--- src/rtl/cnn_sdiv_23s_14s_seq.sv ---
// cnn_sdiv_23s_14s_seq: multi-cycle signed restoring divider with C truncation semantics.
// Define CNN_SDIV_SAT_EN to clamp the quotient to OUT_WIDTH signed range, flagging clamps on ovf.
module cnn_sdiv_23s_14s_seq #(
  parameter int DIVIDEND_WIDTH = 23,
  parameter int DIVISOR_WIDTH  = 14,
  parameter int OUT_WIDTH      = 9
) (
  input  logic                      ap_clk,
  input  logic                      ap_rst,
  input  logic                      in_valid,
  output logic                      in_ready,
  input  logic [DIVIDEND_WIDTH-1:0] dividend,
  input  logic [DIVISOR_WIDTH-1:0]  divisor,
  output logic                      out_valid,
  input  logic                      out_ready,
  output logic [DIVIDEND_WIDTH-1:0] quotient,
  output logic [DIVISOR_WIDTH-1:0]  remainder,
  output logic                      dbz,
  output logic                      ovf
);
  localparam int DW = DIVIDEND_WIDTH;
  localparam int VW = DIVISOR_WIDTH;
  localparam int CW = $clog2(DW);
  localparam logic [CW-1:0] LAST = CW'(DW - 1);
  typedef enum logic [1:0] {IDLE, CALC, FIX, DONE} state_t;
  state_t state;
  logic [DW-1:0] a;
  logic [VW-1:0] b, r, diff;
  logic [VW:0] rem_sh;
  logic [CW-1:0] cnt;
  logic sign_q, sign_r, ge, ovf_fix;
  logic [DW-1:0] q_fix;
  // a doubles as the dividend shifter and the quotient accumulator
  assign rem_sh = {r, a[DW-1]};
  assign ge = rem_sh >= {1'b0, b};
  assign diff = rem_sh[VW-1:0] - b;
`ifdef CNN_SDIV_SAT_EN
  localparam logic signed [DW:0] QMAX = (DW+1)'((1 << (OUT_WIDTH - 1)) - 1);
  localparam logic signed [DW:0] QMIN = (DW+1)'(-(1 << (OUT_WIDTH - 1)));
  logic signed [DW:0] qs;
  assign qs = sign_q ? -$signed({1'b0, a}) : $signed({1'b0, a});
  assign ovf_fix = qs > QMAX || qs < QMIN;
  assign q_fix = qs > QMAX ? QMAX[DW-1:0] : qs < QMIN ? QMIN[DW-1:0] : qs[DW-1:0];
`else
  assign q_fix = sign_q ? -a : a;
  // only -2^(DW-1) / -1 yields a positive magnitude with the top bit set
  assign ovf_fix = !sign_q && a[DW-1];
`endif
  always_ff @(posedge ap_clk) begin
    if (ap_rst) begin
      state     <= IDLE;
      in_ready  <= 1'b1;
      out_valid <= 1'b0;
      quotient  <= '0;
      remainder <= '0;
      dbz       <= 1'b0;
      ovf       <= 1'b0;
      a         <= '0;
      b         <= '0;
      r         <= '0;
      cnt       <= '0;
      sign_q    <= 1'b0;
      sign_r    <= 1'b0;
    end else begin
      case (state)
        IDLE: if (in_valid) begin
          a        <= dividend[DW-1] ? -dividend : dividend;
          b        <= divisor[VW-1] ? -divisor : divisor;
          r        <= '0;
          cnt      <= '0;
          sign_q   <= dividend[DW-1] ^ divisor[VW-1];
          sign_r   <= dividend[DW-1];
          in_ready <= 1'b0;
          state    <= CALC;
        end
        CALC: begin
          a     <= {a[DW-2:0], ge};
          r     <= ge ? diff : rem_sh[VW-1:0];
          cnt   <= cnt + 1'b1;
          state <= cnt == LAST ? FIX : CALC;
        end
        FIX: begin
          dbz       <= b == '0;
          ovf       <= b != '0 && ovf_fix;
          quotient  <= b == '0 ? '0 : q_fix;
          remainder <= b == '0 ? '0 : sign_r ? -r : r;
          out_valid <= 1'b1;
          state     <= DONE;
        end
        default: if (out_ready) begin
          out_valid <= 1'b0;
          in_ready  <= 1'b1;
          state     <= IDLE;
        end
      endcase
    end
  end
endmodule

--- config.mk ---
export PLATFORM = sky130hd
export DESIGN_NAME = cnn_sdiv_23s_14s_seq
export DESIGN_NICKNAME = d
export VERILOG_FILES = /design/src/rtl/cnn_sdiv_23s_14s_seq.sv
export SDC_FILE = /design/constraint.sdc
export NUM_CORES = 1
export LEC_CHECK = 0
export ABC_AREA = 1
export CAP_MARGIN = 10
export CORE_MARGIN = 2
export CORE_UTILIZATION = 35
export CTS_CLUSTER_SIZE = 25
export DETAILED_ROUTE_END_ITERATION = 10
export PLACE_DENSITY = 0.53
export SYNTH_ARGS = -nofsm -noshare
export SYNTH_HDL_FRONTEND = slang
export SYNTH_SLANG_ARGS = --single-unit
export TNS_END_PERCENT = 5
--- constraint.sdc ---
create_clock -name ap_clk -period 5.1 [get_ports ap_clk]
set_input_delay 0.51 -clock ap_clk [delete_from_list [all_inputs] [get_ports ap_clk]]
set_output_delay 0.51 -clock ap_clk [all_outputs]
set_load 0.05 [all_outputs]
==> flow_summary.ini, run 1 <==
[outcome]
status = finished clean

[routing]
num_vias = 6891
vias_per_cell = 4.91
dr.pass1.iters = 5
drt-initial-drc-count = 468
avgRoutedWirePerCell_um = 14.7
drc = 0
antenna_left = 0
routed_wl_mm = 20.7

[timing]
fin_worst_skew_ps = 11.1
rsz0062_at_grt = no
fin_crit_ps = 2350
fin_tns_setup_ps = 0
relSlewSlack_pct = 33.2
worstMarginPinSlew_ps = 1000
setup_viol = 0
drv_slew = 0
finalCritPeriodShare_pct = 46.0
hold_violations = 0
max_freq_mhz = 426

[layout]
drive_above_1_share_pct = 7.29
layout_commonest_cell = nand2_1
finalNonFillerCells = 1404
diodes = 0
finalInstanceArea_um2 = 8140
layout_common_cells = nand2_1, inv_1, nand3_1
fin_nets = 1201
area_growth_pct = 18.1

[die]
io_pins = 82
die_w_um = 144
die_area_um2 = 20800
rows = 51
initial_core_util_pct = 35.5
die_h_um = 144
core_area_um2 = 19400

[clock_tree]
clockBufferDepth = 2
clk_latency_ps = 360
root_buffer = clkbuf_16
cts_buffers = 9
clk_pin_slew_ps = 70
cts_sinks = 101
hold_buffers = 0
cts_setup_buffers = 0
cts_tree = yes
cts_resized = 0
htree_levels = 3

[placed_design]
portBuffers = 81
dp.cells = 1388
dp_hpwl_mm = 15.6
gp_congestion = 0.876
post_dp_cell_area_um2 = 7860

[synthesis]
ys_ff_latch = 101
synth_compound_area_share_pct = 15.7
syn_nets = 1146
async_reset_ff_share_pct = 0
ys_warn_count = 0
synthTopCellsByArea = dfxtp_1, nand2_1, inv_1
synth_ff_type = dfxtp_1
avgSynthCellArea_um2 = 6.39
synth_edf_count = 0
syn-cell-area_um2 = 6900
synth_cells = 1079
synth_xor_area_share_pct = 2.67
yosys.area_share.simple_pct = 36.2
synth_top_family_by_area = simple AND/OR/NAND/NOR gates
ys_types = 44
synth_top_area_share_pct = 29.3
synth_mux_area_share_pct = 0
synth_top_area_cell = dfxtp_1
seq_area_frac_synth_pct = 29.3
synth-adder-area-share_pct = 4.83

[global_routing]
grt_antenna_before_repair = 0
grt_pass1_vias = 6412
grt_overflow_total = 0
track_usage_pct = 20.9
grt_max_degree = 80
grt_pass1_wl_mm = 33.9

[min_path]
worstHoldPathType = flop to flop

[power_and_ir_drop]
powerDensity_nw_per_um2 = 306
ir_drop_v = 0.000156
p_leak_uw = 0.00352

[flow_run]
drv_cap = 0

[worst_setup_path]
path_max_fanout = 23
cp.arrival_ps = 2610
worstSetupStartpointType = input port
endpoint_kind = flop
critical_path_required_ps = 5360
crit_type = input port to flop
## synthesized netlist by cell type, drive strengths merged (2+ instances only)
library cell  count
xnor2             5
nand2           294
ha               25
xor2             16
o21ai            50
a31oi            20
o31ai             3
o22ai            13
dfxtp           101
inv             151
clkbuf           21
nand3           117
o21bai            3
o211ai            6
a21oi            86
nand3b            5
or2              10
nor3             12
buf              19
nand4            17
nor2             92
a22oi             4
and2              2
## power breakdown
| group | internal, uW | switching, uW |
|---|---|---|
| clock | 351 | 336 |
| combinational | 306 | 598 |
| sequential | 835 | 61.8 |
## per-layer routing
metal	share of wire, %	vias up	GRT usage [%]
met1	49	3096	28.3
met2	46	147	33.9
met5	0	-	0
met4	2.5	0	8.28
met3	3.4	27	2.45
li1	-	3621	-
## through the flow
| stage | utilization [%] | hold WS, ps | total power [uW] | worst slack, ps |
|---|---|---|---|---|
| after floorplan | - | 447 | 1610 | 3290 |
| after global placement | 40.5 | 455 | 1820 | 2400 |
| after detailed placement | 40.5 | 457 | 1810 | 2420 |
| after CTS | 42.0 | 469 | 2500 | 2750 |
| after global routing | 42.0 | 482 | 2670 | 2520 |
| final | 42.0 | 465 | 2490 | 2750 |
## layout make-up
class | instances | area (um2)
fillers | 2139 | 11300
flip-flops and latches | 101 | 2020
repair buffers | 84 | 828
clock inverters | 5 | 42.5
inverters | 151 | 567
multi-input cells | 787 | 4110
well taps | 265 | 332
clock buffers | 11 | 243
## path summary, 6_finish.rpt
path,startpoint,endpoint,slack (ps),cells after the start
hold / removal,remainder[11],remainder[11],460,2
hold reg to reg,remainder[11],remainder[11],460,2
setup / recovery,dividend[22],a[1],2750,6
setup reg to reg,state[1],a[18],2780,8
## cell families after synthesis
logic type,count (synthesis)
AND/OR/NAND/NOR,551
buffers and inverters,191
AO/OA/AOI/OAI,189
flip-flops,101
adder cells (fa/ha/maj),26
XOR/XNOR,21
## worst max-delay path, stage by stage
cell and delay [ps]:
clkdlybuf4s50_1 1000, inv_1 420, o21ai_0 410, o221ai_1 150
nand2_1 70, inv_1 40
## sequential cells by signal (all words and copies together) (netlist names)
register,flops
sign_q,1
b,14
state,2
r,14
cnt,5
ovf,1
dbz,1
sign_r,1
in_ready,1
a,23
remainder,14
out_valid,1
quotient,23
Power figures use the tool's default switching activity.
==> run 2: changes to the inputs <==
--- a/config.mk
+++ b/config.mk
@@ -11,7 +11,7 @@
 export CORE_UTILIZATION = 35
 export CTS_CLUSTER_SIZE = 25
 export DETAILED_ROUTE_END_ITERATION = 10
-export PLACE_DENSITY = 0.53
+export PLACE_DENSITY = 0.55
 export SYNTH_ARGS = -nofsm -noshare
 export SYNTH_HDL_FRONTEND = slang
 export SYNTH_SLANG_ARGS = --single-unit
==> constraint.sdc (replaced) <==
create_clock -name ap_clk -period 2.1 [get_ports ap_clk]
set_input_delay 0.21 -clock ap_clk [delete_from_list [all_inputs] [get_ports ap_clk]]
set_output_delay 0.21 -clock ap_clk [all_outputs]
set_load 0.05 [all_outputs]
==> run 2 against run 1 <==
Clock-buffer cell count unchanged. Via count increased by 1.8%. Sequential cell count unchanged. Worst hold slack got worse by 7.2 ps. Sequential power increased by 140%. Register-to-register slack got worse by 2600 ps. Critical path depth increased by 4. Wire length decreased by 2.5%. Clock skew decreased by 4.5 ps. Cell count increased by 2.1%. Critical path type is now flop to flop. Highest routed layer unchanged.
==> flow_summary.ini, run 2 (synthesized netlist as in run 1, its figures left out) <==
[layout]
diodes = 0
layout_commonest_cell = nand2_1
reg.largest.list = a: 23 flops, quotient: 23 flops
layout_common_cells = nand2_1, inv_1, nand3_1
area_growth_pct = 22.8
fin_nets = 1231
drive_above_1_share_pct = 10.0
finalNonFillerCells = 1434

[clock_tree]
cts_setup_buffers = 0
clk_pin_slew_ps = 70
hold_buffers = 0
cts_sinks = 101
clockBufferDepth = 2
root_buffer = clkbuf_16
clk_latency_ps = 360
cts_buffers = 9
cts_tree = yes
htree_levels = 3

[routing]
drc = 0
antenna_left = 0
routed_wl_mm = 20.1
num_vias = 7012
drt-initial-drc-count = 385
avgRoutedWirePerCell_um = 14.0
vias_per_cell = 4.89
dr.pass1.iters = 5

[timing]
finalCritPeriodShare_pct = 92.5
drv_slew = 0
setup_viol = 0
fin_worst_skew_ps = 6.57
relSlewSlack_pct = 36.9
fin_tns_setup_ps = 0
hold_violations = 0
fin_hold_ws_ps = 458
max_freq_mhz = 515
worstMarginPinSlew_ps = 946
rsz0062_at_grt = no
finalWorstSetupSlack_ps = 156
fin_crit_ps = 1940

[placed_design]
dp.cells = 1418
dp_hpwl_mm = 15.6
gp_congestion = 0.900
place_ws_ps = 96.3
portBuffers = 81

[die]
rows = 51
initial_core_util_pct = 35.5
io_pins = 82
die_h_um = 144
die_w_um = 144
die_area_um2 = 20800
core_area_um2 = 19400

[flow_run]
drv_cap = 0

[min_path]
worstHoldPathType = input port to flop
hold_end = in_ready
hold_depth = 3
min-delay-start = ap_rst

[worst_setup_path]
crit_type = flop to flop
critical_path_required_ps = 2300
reg2reg_depth = 10
worstReg2RegEnd = r[12]
path_max_fanout = 5
timing.rr.start = a[22]
endpoint_kind = flop
worstSetupStartpointType = flop
cp.arrival_ps = 2140
reg2reg_slack_ps = 160

[power_and_ir_drop]
p_leak_uw = 0.00371
powerDensity_nw_per_um2 = 772
ir_drop_v = 0.000387
p_total_uw = 6540

[global_routing]
grt_antenna_before_repair = 0
track_usage_pct = 20.2
grt_overflow_total = 0
grt_pass1_vias = 6466
grt_max_degree = 80
grt_pass1_wl_mm = 33.2

[outcome]
status = finished clean
[run 2: cell types whose count changed in the layout (fill, tap and decap cells not counted), sizes merged]
cell,change
buf,+30
clkinv,-1
inv,-1
clkinvlp,-1
bufinv,+3
[run 2: final cells by class]
cell class / count / area [um2]
Multi-Input combinational cell: 787 / 4110
Inverter: 151 / 567
Clock buffer: 11 / 243
Timing Repair Buffer: 114 / 1090
Tap cell: 265 / 332
Sequential cell: 101 / 2020
Fill cell: 2142 / 10900
Clock inverter: 5 / 106
[run 2: critical path, cell delays in order (launching register included)]
cell     delay, ps
dfxtp_1        330
inv_1           80
ha_1           210
fa_2           380
nor2_1         140
nor2_2          80
or2_1          260
nand4_1         80
nand3_1        100
nand2_1         80
a21oi_1         50
[run 2: where the power goes]
group,switching [uW],internal [uW]
clock network,781,1210
logic,1510,892
registers,120,2030
[run 2: stage by stage]
| stage | utilization (%) | instance area (um2) |
|---|---|---|
| after floorplan | - | 6900 |
| after global placement | 41.8 | 8110 |
| after detailed placement | 41.8 | 8110 |
| after CTS | 43.6 | 8450 |
| after global routing | 43.7 | 8470 |
| final | 43.7 | 8470 |
[run 2: routing by layer]
metal	track usage (%)	share of wire, %	up-vias
li1	-	-	3695
met1	27.4	48	3177
met2	33.8	47	119
met3	2.78	3.0	21
met4	5.16	1.2	0
met5	0	0	-
[run 2: how the worst max path moves through the flow]
stage	to	startpoint
final	r[12]	a[22]
after global routing	r[0]	b[8]
after CTS	r[12]	r[0]
after detailed placement	r[12]	r[0]
after global placement	r[12]	a[22]
after floorplan	r[12]	a[22]
[run 2: timing repair]
item	CTS	global route
setup endpoints to repair	0	3
endpoints found under the hold margin	0	0
gates resized for setup	0	6
